### config.mk
export PLATFORM = sky130hd
export DESIGN_NAME = snake_body_flat
export DESIGN_NICKNAME = d
export VERILOG_FILES = /design/src/rtl/snake_pkg.sv /design/src/rtl/snake_body_if.sv /design/src/rtl/snake_next_head.sv /design/src/rtl/snake_body.sv /design/src/flat_wrapper.sv
export SDC_FILE = /design/constraint.sdc
export NUM_CORES = 1
export LEC_CHECK = 0
export BUFFER_PORTS_ARGS = -buffer_cell sky130_fd_sc_hd__buf_2
export CAP_MARGIN = 15
export CORE_MARGIN = 2
export CORE_UTILIZATION = 58
export CTS_CLUSTER_DIAMETER = 30
export DETAILED_ROUTE_END_ITERATION = 8
export GPL_TIMING_DRIVEN = 1
export PLACE_DENSITY_LB_ADDON = 0.15
export SLEW_MARGIN = 20
export SYNTH_ARGS = -nofsm -noshare
export SYNTH_HDL_FRONTEND = slang
export SYNTH_SLANG_ARGS = --single-unit
### constraint.sdc
create_clock -name clk -period 8.59 [get_ports clk]
set_clock_uncertainty 0.2 [all_clocks]
set_input_delay 1.718 -clock clk [delete_from_list [all_inputs] [get_ports clk]]
set_output_delay 1.718 -clock clk [all_outputs]
set_load 0.03 [all_outputs]
### src/rtl/snake_pkg.sv
// +------------------------------------------------------------------+
// | snake_pkg : shared types and reset constants for the snake body  |
// | Build option: SNAKE_WRAP_EN (consumed by snake_next_head)        |
// | Rev 1.0                                                          |
// +------------------------------------------------------------------+
`default_nettype none

package snake_pkg;

    localparam int MAX_LEN = 50;
    localparam int LEN_W   = 6;
    localparam logic [LEN_W-1:0] LEN_MAX = LEN_W'(MAX_LEN);

    typedef enum logic [1:0] {
        UP    = 2'd0,
        DOWN  = 2'd1,
        LEFT  = 2'd2,
        RIGHT = 2'd3
    } dir_t;

    typedef enum logic [1:0] {
        IDLE = 2'd0,
        RUN  = 2'd1,
        DEAD = 2'd2
    } state_t;

    typedef struct packed {
        logic [3:0] x;
        logic [3:0] y;
    } seg_t;

    typedef seg_t [MAX_LEN-1:0] body_t;

    localparam seg_t RST_SEG0 = 8'h48;
    localparam seg_t RST_SEG1 = 8'h47;
    localparam seg_t RST_SEG2 = 8'h46;
    localparam seg_t RST_SEG3 = 8'h45;
    localparam dir_t RST_DIR  = DOWN;
    localparam logic [LEN_W-1:0] RST_LEN = 6'd4;

    // Opposite directions differ only in bit 0 of the encoding.
    function automatic dir_t reverse_dir(input dir_t d);
        return dir_t'({d[1], ~d[0]});
    endfunction

    function automatic body_t rst_body();
        body_t b;
        b    = '0;
        b[0] = RST_SEG0;
        b[1] = RST_SEG1;
        b[2] = RST_SEG2;
        b[3] = RST_SEG3;
        return b;
    endfunction

endpackage

`default_nettype wire

### src/rtl/snake_body_if.sv
// +------------------------------------------------------------------+
// | snake_body_if : control strobes and body state of the snake      |
// | Build option: SNAKE_WRAP_EN (no effect on this interface)        |
// | Rev 1.0                                                          |
// +------------------------------------------------------------------+
`default_nettype none

interface snake_body_if;
    import snake_pkg::*;

    logic                      s_reset;
    logic                      start;
    logic                      tick;
    dir_t                      dir_req;
    logic                      goodColl;
    logic [MAX_LEN-1:0][7:0]   body;
    logic [LEN_W-1:0]          length;
    logic [3:0]                head_x;
    logic [3:0]                head_y;
    logic                      badColl;
    logic                      full;

    modport master (
        output s_reset, start, tick, dir_req, goodColl,
        input  body, length, head_x, head_y, badColl, full
    );

    modport slave (
        input  s_reset, start, tick, dir_req, goodColl,
        output body, length, head_x, head_y, badColl, full
    );

endinterface

`default_nettype wire

### src/rtl/snake_next_head.sv
// +------------------------------------------------------------------+
// | snake_next_head : one-step head advance and wall detection       |
// | Build option: SNAKE_WRAP_EN wraps at the walls instead of dying  |
// | Rev 1.0                                                          |
// +------------------------------------------------------------------+
`default_nettype none

module snake_next_head
    import snake_pkg::*;
#(
    parameter int GRID_W = 14,
    parameter int GRID_H = 10
) (
    input  seg_t  head_i,
    input  dir_t  dir_i,
    output seg_t  next_o,
    output logic  wall_o
);

    localparam logic [4:0] C_W_LIM = 5'(GRID_W);
    localparam logic [4:0] C_H_LIM = 5'(GRID_H);
`ifdef SNAKE_WRAP_EN
    localparam logic [3:0] C_X_MAX = 4'(GRID_W - 1);
    localparam logic [3:0] C_Y_MAX = 4'(GRID_H - 1);
`endif

    logic [3:0] w_x;
    logic [3:0] w_y;
    logic       w_x_out;
    logic       w_y_out;

    always_comb begin
        w_x = head_i.x;
        w_y = head_i.y;
        case (dir_i)
            UP:      w_y = head_i.y - 4'd1;
            DOWN:    w_y = head_i.y + 4'd1;
            LEFT:    w_x = head_i.x - 4'd1;
            default: w_x = head_i.x + 4'd1;
        endcase

        // 4-bit wrap-around of 0-1 lands on 15, which is caught here too.
        w_x_out = ({1'b0, w_x} >= C_W_LIM);
        w_y_out = ({1'b0, w_y} >= C_H_LIM);

`ifdef SNAKE_WRAP_EN
        if (w_x_out) w_x = (dir_i == LEFT) ? C_X_MAX : 4'd0;
        if (w_y_out) w_y = (dir_i == UP)   ? C_Y_MAX : 4'd0;
        wall_o = 1'b0;
`else
        wall_o = w_x_out | w_y_out;
`endif
        next_o = '{x: w_x, y: w_y};
    end

endmodule

`default_nettype wire

### src/rtl/snake_body.sv
// +------------------------------------------------------------------+
// | snake_body : snake segment shift register, growth and collision  |
// | Build option: SNAKE_WRAP_EN (wall wrap, see snake_next_head)     |
// | Rev 1.0                                                          |
// +------------------------------------------------------------------+
`default_nettype none

module snake_body
    import snake_pkg::*;
#(
    parameter int GRID_W = 14,
    parameter int GRID_H = 10
) (
    input  wire logic      clk,
    input  wire logic      reset,
    snake_body_if.slave    bus
);

    state_t            state_q,  state_d;
    dir_t              dir_q,    dir_d;
    body_t             body_q,   body_d;
    logic [LEN_W-1:0]  length_q, length_d;
    logic              bad_q,    bad_d;
    logic              grow_q,   grow_d;

    seg_t              w_next;
    logic              w_wall;
    logic              w_grow_ok;
    logic              w_self;

    snake_next_head #(
        .GRID_W (GRID_W),
        .GRID_H (GRID_H)
    ) u_next_head (
        .head_i (body_q[0]),
        .dir_i  (dir_q),
        .next_o (w_next),
        .wall_o (w_wall)
    );

    // A coincident apple pulse counts for the tick it arrives with.
    assign w_grow_ok = (grow_q | bus.goodColl) && (length_q < LEN_MAX);

    // The tail cell is vacated on a plain move, so it only blocks when growing.
    always_comb begin
        w_self = 1'b0;
        for (int i = 1; i < MAX_LEN; i++) begin
            if (body_q[i] == w_next &&
                ((6'(i) + 6'd2 <= length_q) || (w_grow_ok && (6'(i) + 6'd1 == length_q))))
                w_self = 1'b1;
        end
    end

    always_comb begin
        state_d  = state_q;
        dir_d    = dir_q;
        body_d   = body_q;
        length_d = length_q;
        bad_d    = bad_q;
        grow_d   = grow_q;

        case (state_q)
            IDLE: begin
                if (bus.start) state_d = RUN;
            end
            RUN: begin
                if (bus.dir_req != reverse_dir(dir_q)) dir_d = bus.dir_req;
                if (bus.goodColl) grow_d = 1'b1;
                if (bus.tick) begin
                    if (w_wall || w_self) begin
                        state_d = DEAD;
                        bad_d   = 1'b1;
                    end else begin
                        for (int i = 1; i < MAX_LEN; i++) begin
                            if ((6'(i) < length_q) || (w_grow_ok && (6'(i) == length_q)))
                                body_d[i] = body_q[i-1];
                        end
                        body_d[0] = w_next;
                        if (w_grow_ok) length_d = length_q + 6'd1;
                        grow_d = 1'b0;
                    end
                end
            end
            default: ;
        endcase

        if (bus.s_reset) begin
            state_d  = IDLE;
            dir_d    = RST_DIR;
            body_d   = rst_body();
            length_d = RST_LEN;
            bad_d    = 1'b0;
            grow_d   = 1'b0;
        end
    end

    always_ff @(posedge clk or negedge reset) begin
        if (!reset) begin
            state_q  <= IDLE;
            dir_q    <= RST_DIR;
            body_q   <= rst_body();
            length_q <= RST_LEN;
            bad_q    <= 1'b0;
            grow_q   <= 1'b0;
        end else begin
            state_q  <= state_d;
            dir_q    <= dir_d;
            body_q   <= body_d;
            length_q <= length_d;
            bad_q    <= bad_d;
            grow_q   <= grow_d;
        end
    end

    always_comb begin
        for (int i = 0; i < MAX_LEN; i++)
            bus.body[i] = (6'(i) < length_q) ? body_q[i] : 8'h00;
    end

    assign bus.length  = length_q;
    assign bus.head_x  = body_q[0].x;
    assign bus.head_y  = body_q[0].y;
    assign bus.badColl = bad_q;
    assign bus.full    = (length_q == LEN_MAX);

endmodule

`default_nettype wire

### src/flat_wrapper.sv
// flat-port wrapper written by rule: the top's interface ports become plain ports
module snake_body_flat import snake_pkg::*;
#(
    parameter int GRID_W = 14,
    parameter int GRID_H = 10
)
  (clk, reset, bus_s_reset, bus_start, bus_tick, bus_dir_req, bus_goodColl, bus_body, bus_length, bus_head_x, bus_head_y, bus_badColl, bus_full);
  snake_body_if bus_i ();
  input  wire logic clk;
  input  wire logic reset;
  input wire logic [$bits(bus_i.s_reset)-1:0] bus_s_reset;
  input wire logic [$bits(bus_i.start)-1:0] bus_start;
  input wire logic [$bits(bus_i.tick)-1:0] bus_tick;
  input wire logic [$bits(bus_i.dir_req)-1:0] bus_dir_req;
  input wire logic [$bits(bus_i.goodColl)-1:0] bus_goodColl;
  output wire logic [$bits(bus_i.body)-1:0] bus_body;
  output wire logic [$bits(bus_i.length)-1:0] bus_length;
  output wire logic [$bits(bus_i.head_x)-1:0] bus_head_x;
  output wire logic [$bits(bus_i.head_y)-1:0] bus_head_y;
  output wire logic [$bits(bus_i.badColl)-1:0] bus_badColl;
  output wire logic [$bits(bus_i.full)-1:0] bus_full;
  assign bus_i.s_reset = bus_s_reset;
  assign bus_i.start = bus_start;
  assign bus_i.tick = bus_tick;
  assign bus_i.dir_req = bus_dir_req;
  assign bus_i.goodColl = bus_goodColl;
  assign bus_body = bus_i.body;
  assign bus_length = bus_i.length;
  assign bus_head_x = bus_i.head_x;
  assign bus_head_y = bus_i.head_y;
  assign bus_badColl = bus_i.badColl;
  assign bus_full = bus_i.full;
  snake_body #(.GRID_W(GRID_W), .GRID_H(GRID_H)) u_core (.clk(clk), .reset(reset), .bus(bus_i));
endmodule
* Yosys cells after proc, flatten, opt, wreduce, memory -nomap -nowiden
Index checks and enable logic that the tools add are counted.
** Cells by class
- $add $sub $neg :: 5
- Muxes and demuxes :: 176
- Bitwise gates (word level) :: 3
- Magnitude comparators :: 102
- Reductions and logical operators :: 311
- Eq/ne operators :: 108
** Operators with widths (count)
- $mux 400 :: 4
- $mux 8 :: 99
- $eq 8x8->1 :: 49
- $reduce_and 4->1 :: 51
- $le 6x6->1 const A :: 20
- $eq 6x6->1 const A :: 19
- $lt 6x6->1 const A :: 18
- $reduce_bool 2->1 :: 54
- $logic_and 1x1->1 :: 100
- $logic_or 1x1->1 :: 99
- $eq 5x6->1 const A :: 16
- $le 5x6->1 const A :: 16
- $lt 5x6->1 const A :: 16
- $mux 1 :: 58
- $eq 4x6->1 const A :: 8
- $le 4x6->1 const A :: 8
- $lt 4x6->1 const A :: 8
- $mux 6 :: 5
- $eq 3x6->1 const A :: 4
- $le 3x6->1 const A :: 4
- $lt 3x6->1 const A :: 4
- $pmux 4 s2 :: 2
- $mux 2 :: 7
- $eq 2x6->1 const A :: 2
- other kinds (24) :: 34
** Storage, ports and cells
- Input bits :: 8
- Output and inout port bits :: 416
- Flip-flop bits (word level) :: 412
- Word-level logic and storage cells :: 810

* Logic depth before layout (Yosys ltp)
- Depth after elaboration :: 59
- Depth in mapped cells :: 25
- Depth with buffers taken out :: 14

* Hierarchy
Synthesis repeated with hierarchy kept, for this count alone.
** Unflattened totals
- Cell total of the unflattened synthesis :: 2830
- Area total of the unflattened synthesis :: 26573.0 um^2
** By module, submodules not included
- snake_body :: times used 1, sequential area each 10327.4 um^2, area each 26211.4 um^2, cells each 2784
- snake_next_head :: times used 1, sequential area each 0.0 um^2, area each 361.6 um^2, cells each 46

* Worst setup path before layout
OpenSTA, ideal clock, no wires.
- Path type :: register to register
- Start point :: reg u_core.dir_q[1]
- End point :: reg u_core.length_q[0] (netlist: u_core.bus.length[0])
- Arrival :: 6.204 ns
- Buffers on the path :: 9
- Stages on the path, launching flop included :: 24
- Library setup time :: 0.125 ns
- Data required time :: 8.265 ns
- Slack :: 2.061 ns
- Period minus slack after synthesis :: 6.529 ns
- Path through :: dfrtp_1 -> buf_2 -> inv_1 -> clkbuf_1 -> clkbuf_1 -> clkbuf_1 -> buf_1 -> nor2_1 -> xnor2_1 -> ha_1 -> or3_1 -> a21oi_4 -> xnor2_2 -> buf_2 -> buf_4 -> buf_2 -> xnor2_1 -> nor4_1 -> or4_1 -> nor4_2 -> nand3_1 -> buf_2 -> nor3_1 -> mux2_2
** Between the ends
- Word-level cells in the longest chain between the ends :: 57
- Elaborated cells on any way between the ends :: 159
- Classes of those cells :: 2 x order compare; 52 x eq/ne; 51 x mux; 1 x bitwise; 53 x reduce/logical
** RTL lines
- from (decl) :: RTL line snake_body.sv:20 : dir_t dir_q, dir_d;
- from (signal assigned) :: RTL line snake_body.sv:107 : dir_q <= dir_d;
- $eq 2x1->1 / $logic_not 2->1 (equally long branches) :: RTL line snake_next_head.sv:35 : case (dir_i)
- $reduce_or 2->1 (no line)
- $pmux 4 s2 :: RTL line snake_next_head.sv:35
- $eq 8x8->1 :: RTL line snake_body.sv:48 : if (body_q[i] == w_next &&
- $logic_and 1x1->1 :: RTL line snake_body.sv:48
- $mux 1 (49 in series) :: RTL line snake_body.sv:48
- $logic_or 1x1->1 (*) :: RTL line snake_body.sv:70 : if (w_wall || w_self) begin
- $ne 2x2->1 (no line) (*)
- $reduce_and 4->1 (no line) (*)
- to (signal assigned) :: RTL line snake_body.sv:109 : length_q <= length_d;
- to (decl) :: RTL line snake_body.sv:22 : logic [LEN_W-1:0] length_q, length_d;
Every way passes the cells marked *; elsewhere a longest branch is shown, timed or not.
A chain may end at the register's enable or synchronous reset.

* Worst setup path in the final report
- Start point :: reg u_core.dir_q[1]
- End point :: reg u_core.body_q[54] (netlist name)
** Between the ends
- Word-level cells in the longest chain between the ends :: 57
- Elaborated cells on any way between the ends :: 159
- Classes of those cells :: 2 x order compare; 52 x eq/ne; 51 x mux; 1 x bitwise; 53 x reduce/logical
** RTL lines
- $eq 2x1->1 / $logic_not 2->1 (equally long branches) :: RTL line snake_next_head.sv:35
- $reduce_or 2->1 (no line)
- $pmux 4 s2 :: RTL line snake_next_head.sv:35
- $eq 8x8->1 :: RTL line snake_body.sv:48
- $logic_and 1x1->1 :: RTL line snake_body.sv:48
- $mux 1 (49 in series) :: RTL line snake_body.sv:48
- $logic_or 1x1->1 (*) :: RTL line snake_body.sv:70
- $ne 2x2->1 (no line) (*)
- $reduce_and 4->1 (no line) (*)
- to (signal assigned) :: RTL line snake_body.sv:101 : body_q <= rst_body();
- to (signal assigned) :: RTL line snake_body.sv:108 : body_q <= body_d;
- to (decl) :: RTL line snake_body.sv:21 : body_t body_q, body_d;
Marks and branches as above.

==> results.cfg <==
[run_status]
status = complete, no violations

[setup_path]
r2r-start = u_core.dir_q[1]
crit_arrival_ns = 7.54
reg2reg_slack_ns = 1.39
worstRegToRegCells = 16
r2r_end = u_core.body_q[54]
worstSetupPathType = reg2reg
cp_max_fo = 33
critPathLaunchType = flip-flop
critPathCaptureType = flip-flop
crit_required_ns = 8.93

[logic_synthesis]
synth_top_area_share_pct = 36.1
synthAdderAreaFrac_pct = 0.345
synth_area_leaders = dfrtp_1, mux2i_1, xor2_1
mappedNetlistArea_um2 = 27600
synth_warnings = 0
syn_area_per_cell_um2 = 9.37
syn_inst = 2944
syn_nets = 2959
async_reset_ff_share_pct = 100
synth_compound_area_share_pct = 6.29
synth_mux_area_share_pct = 14.6
synth_top_family_by_area = simple AND/OR/NAND/NOR gates
synth_flop_cell = dfrtp_1
synthTopCellsByCount = nand2_1, dfrtp_1, mux2i_1, nor2b_1, xor2_1
yosysSeqAreaShare_pct = 37.4
ys_types = 75
synth_edf_count = 0
synth-xor-area-share_pct = 13.0
ys_seq_elements = 412
yosys.area.top_type = dfrtp_1
yosysMostFrequentCell = nand2_1
yosys.area_share.simple_pct = 24.9

[placed_design]
hpwl_um = 76900
place_congestion = 0.992
postPlaceCellArea_um2 = 30300
io_buffer_count = 423

[drt]
via_per_inst = 6.52
drc = 0
dr.pass1.iters = 6
vias = 26200
drt_iter0_drc = 3286
wire_per_inst_um = 27.6
postRouteAntennaNets = 0
wirelength_um = 111000

[job]
max_cap_viol_count = 0

[floorplanning]
dieWidth_um = 222
die_y_um = 222
start_util_pct = 59.0
num_rows = 79
boundaryPins = 424
die_area_um2 = 49300
core_um2 = 46800

[pwr]
ir_worst_vdd_uv = 179
power_leakage_nw = 15.2
p_total_mw = 7.28
power.density_nw_per_um2 = 216

[timing]
period_needed_ns = 7.20
hold_viol = 0
slew-limit-headroom_pct = 7.89
max_freq_ghz = 0.139
fin_crit_sh_pct = 83.8
finalSetupViolCount = 0
slew_violations = 0
worstMarginPinSlew_ns = 1.37
rsz0062_at_grt = no
final.setup.tns_ns = 0

[global_route]
grt_usage_pct = 43.9
grt_pass1_wl_um = 162000
grt-ovfl-total = 0
grt_pass1_vias = 25600
antenna_found_initial = 7
grt_max_degree = 218

[final_layout]
nets = 3351
multi_input_area_um2 = 16400
final_area_um2 = 33700
drive_gt1_share_pct = 21.6
fin_util_pct = 72.1
syn2layout_area_growth_pct = 22.2
seq_area_um2 = 10300
fill_cells = 3536

[cts]
root_buffer = clkbuf_16
clock_path_buffers = 3
cts_tree = yes
h-tree-depth = 3
cts_sinks = 412
ctsResizeCount = 0
cts.reportedPaths.clkPinSlew_ns = 0.04
numCtsBuffers = 102
clk_latency_ns = 0.65
post-cts-setup-buffer-count = 0
holdBufCountCts = 0

[hold_path]
hold_path.class = reg2reg
hold_start = u_core.bus.badColl
hold_path_depth = 1
holdPathEnd = u_core.bus.badColl
[cell type report]
type	instances	share of cell area, %
Tap cell	607	2.25
Sequential cell	412	30.6
Multi-Input combinational cell	2317	48.7
Clock buffer	142	8.70
Antenna cell	3	0.0223
Timing Repair Buffer	485	7.95
Clock inverter	41	1.53
Inverter	18	0.223
[critical path: stages, from the launching register on]
cell and delay, ns:
dfrtp_2 0.79, inv_1 0.16, nand2_1 0.16, inv_1 0.09, fa_1 0.45, nor2b_2 0.17, nor2_2 0.75, buf_4 0.56
xor2_1 0.18, or4_1 0.13, nor4_1 0.06, or4_1 0.60, or4_1 0.57, or4_4 0.79, buf_4 0.48, nor3_4 0.58
mux2i_1 0.31
[routing by layer]
| metal | track usage, % | wire, um | up-vias |
|---|---|---|---|
| li1 | - | - | 11000 |
| met1 | 55.6 | 41300 | 12900 |
| met3 | 10.9 | 12700 | 476 |
| met5 | 0 | 38 | - |
| met2 | 66.1 | 48800 | 1941 |
| met4 | 30.1 | 8330 | 6 |
[logic make-up (layout without fill, tap and decap cells)]
| kind of cell | after synthesis | in the layout |
|---|---|---|
| buf+inv | 215 | 686 |
| xor+xnor | 406 | 406 |
| compound gates | 242 | 242 |
| fa+ha+maj | 7 | 7 |
| flops | 412 | 412 |
| other cells | 0 | 3 |
| mux | 401 | 401 |
| simple gates | 1261 | 1261 |
[state kept, by name, indices dropped and copies added, names as in the netlist]
register,cells
u_core.dir_q,2
u_core.bus.badColl,1
u_core.grow_q,1
u_core.bus.head_y,4
u_core.bus.head_x,4
u_core.body_q,392
u_core.state_q,2
u_core.bus.length,6
[metrics by stage]
step	setup WS, ns	hold slack [ns]	instances
final	1.39	0.303	4025
after CTS	1.62	0.306	4022
after detailed placement	1.13	0.297	3839
after global routing	1.27	0.318	4022
after floorplan	2.06	0.307	2944
after global placement	1.20	0.271	3839
[cell usage in the layout, fill, tap and decap left out, types with 26 or more instances in the layout]
| cell | synthesis | layout |
|---|---|---|
| and3_1 | 69 | 69 |
| buf_2 | 43 | 422 |
| xnor2_1 | 192 | 192 |
| nor3_4 | 28 | 28 |
| nor3_1 | 73 | 73 |
| o21ai_0 | 37 | 37 |
| dfrtp_1 | 398 | 394 |
| nor4_1 | 42 | 42 |
| nand2_1 | 438 | 438 |
| a31oi_1 | 26 | 26 |
| clkbuf_16 | 0 | 103 |
| mux2i_1 | 396 | 395 |
| or3_1 | 38 | 38 |
| xor2_1 | 210 | 209 |
| nand3_1 | 44 | 43 |
| nand4_1 | 33 | 33 |
| and2_1 | 160 | 160 |
| nor2_1 | 70 | 69 |
| buf_4 | 14 | 55 |
| a21oi_1 | 64 | 64 |
| nor2b_1 | 210 | 208 |
[worst max-delay path by stage]
stage	from	to	slack [ns]	cells after the start
final	u_core.dir_q[1]	u_core.body_q[54]	1.39	16
after global routing	u_core.dir_q[1]	u_core.body_q[54]	1.27	16
after CTS	u_core.dir_q[1]	u_core.body_q[77]	1.62	16
after detailed placement	bus_goodColl	u_core.body_q[77]	1.13	12
after global placement	bus_goodColl	u_core.body_q[33]	1.20	12
after floorplan	u_core.dir_q[1]	u_core.bus.length[0]	2.06	23
[where the power goes]
group / internal (mW) / switching, mW / leakage (nW)
Combinational: 0.393 / 1.02 / 7.84
Sequential: 1.97 / 0.0274 / 5.70
Clock: 2.67 / 1.21 / 1.70
Total: 5.03 / 2.25 / 15.2
Note: power is estimated with default switching activity, not from simulation.
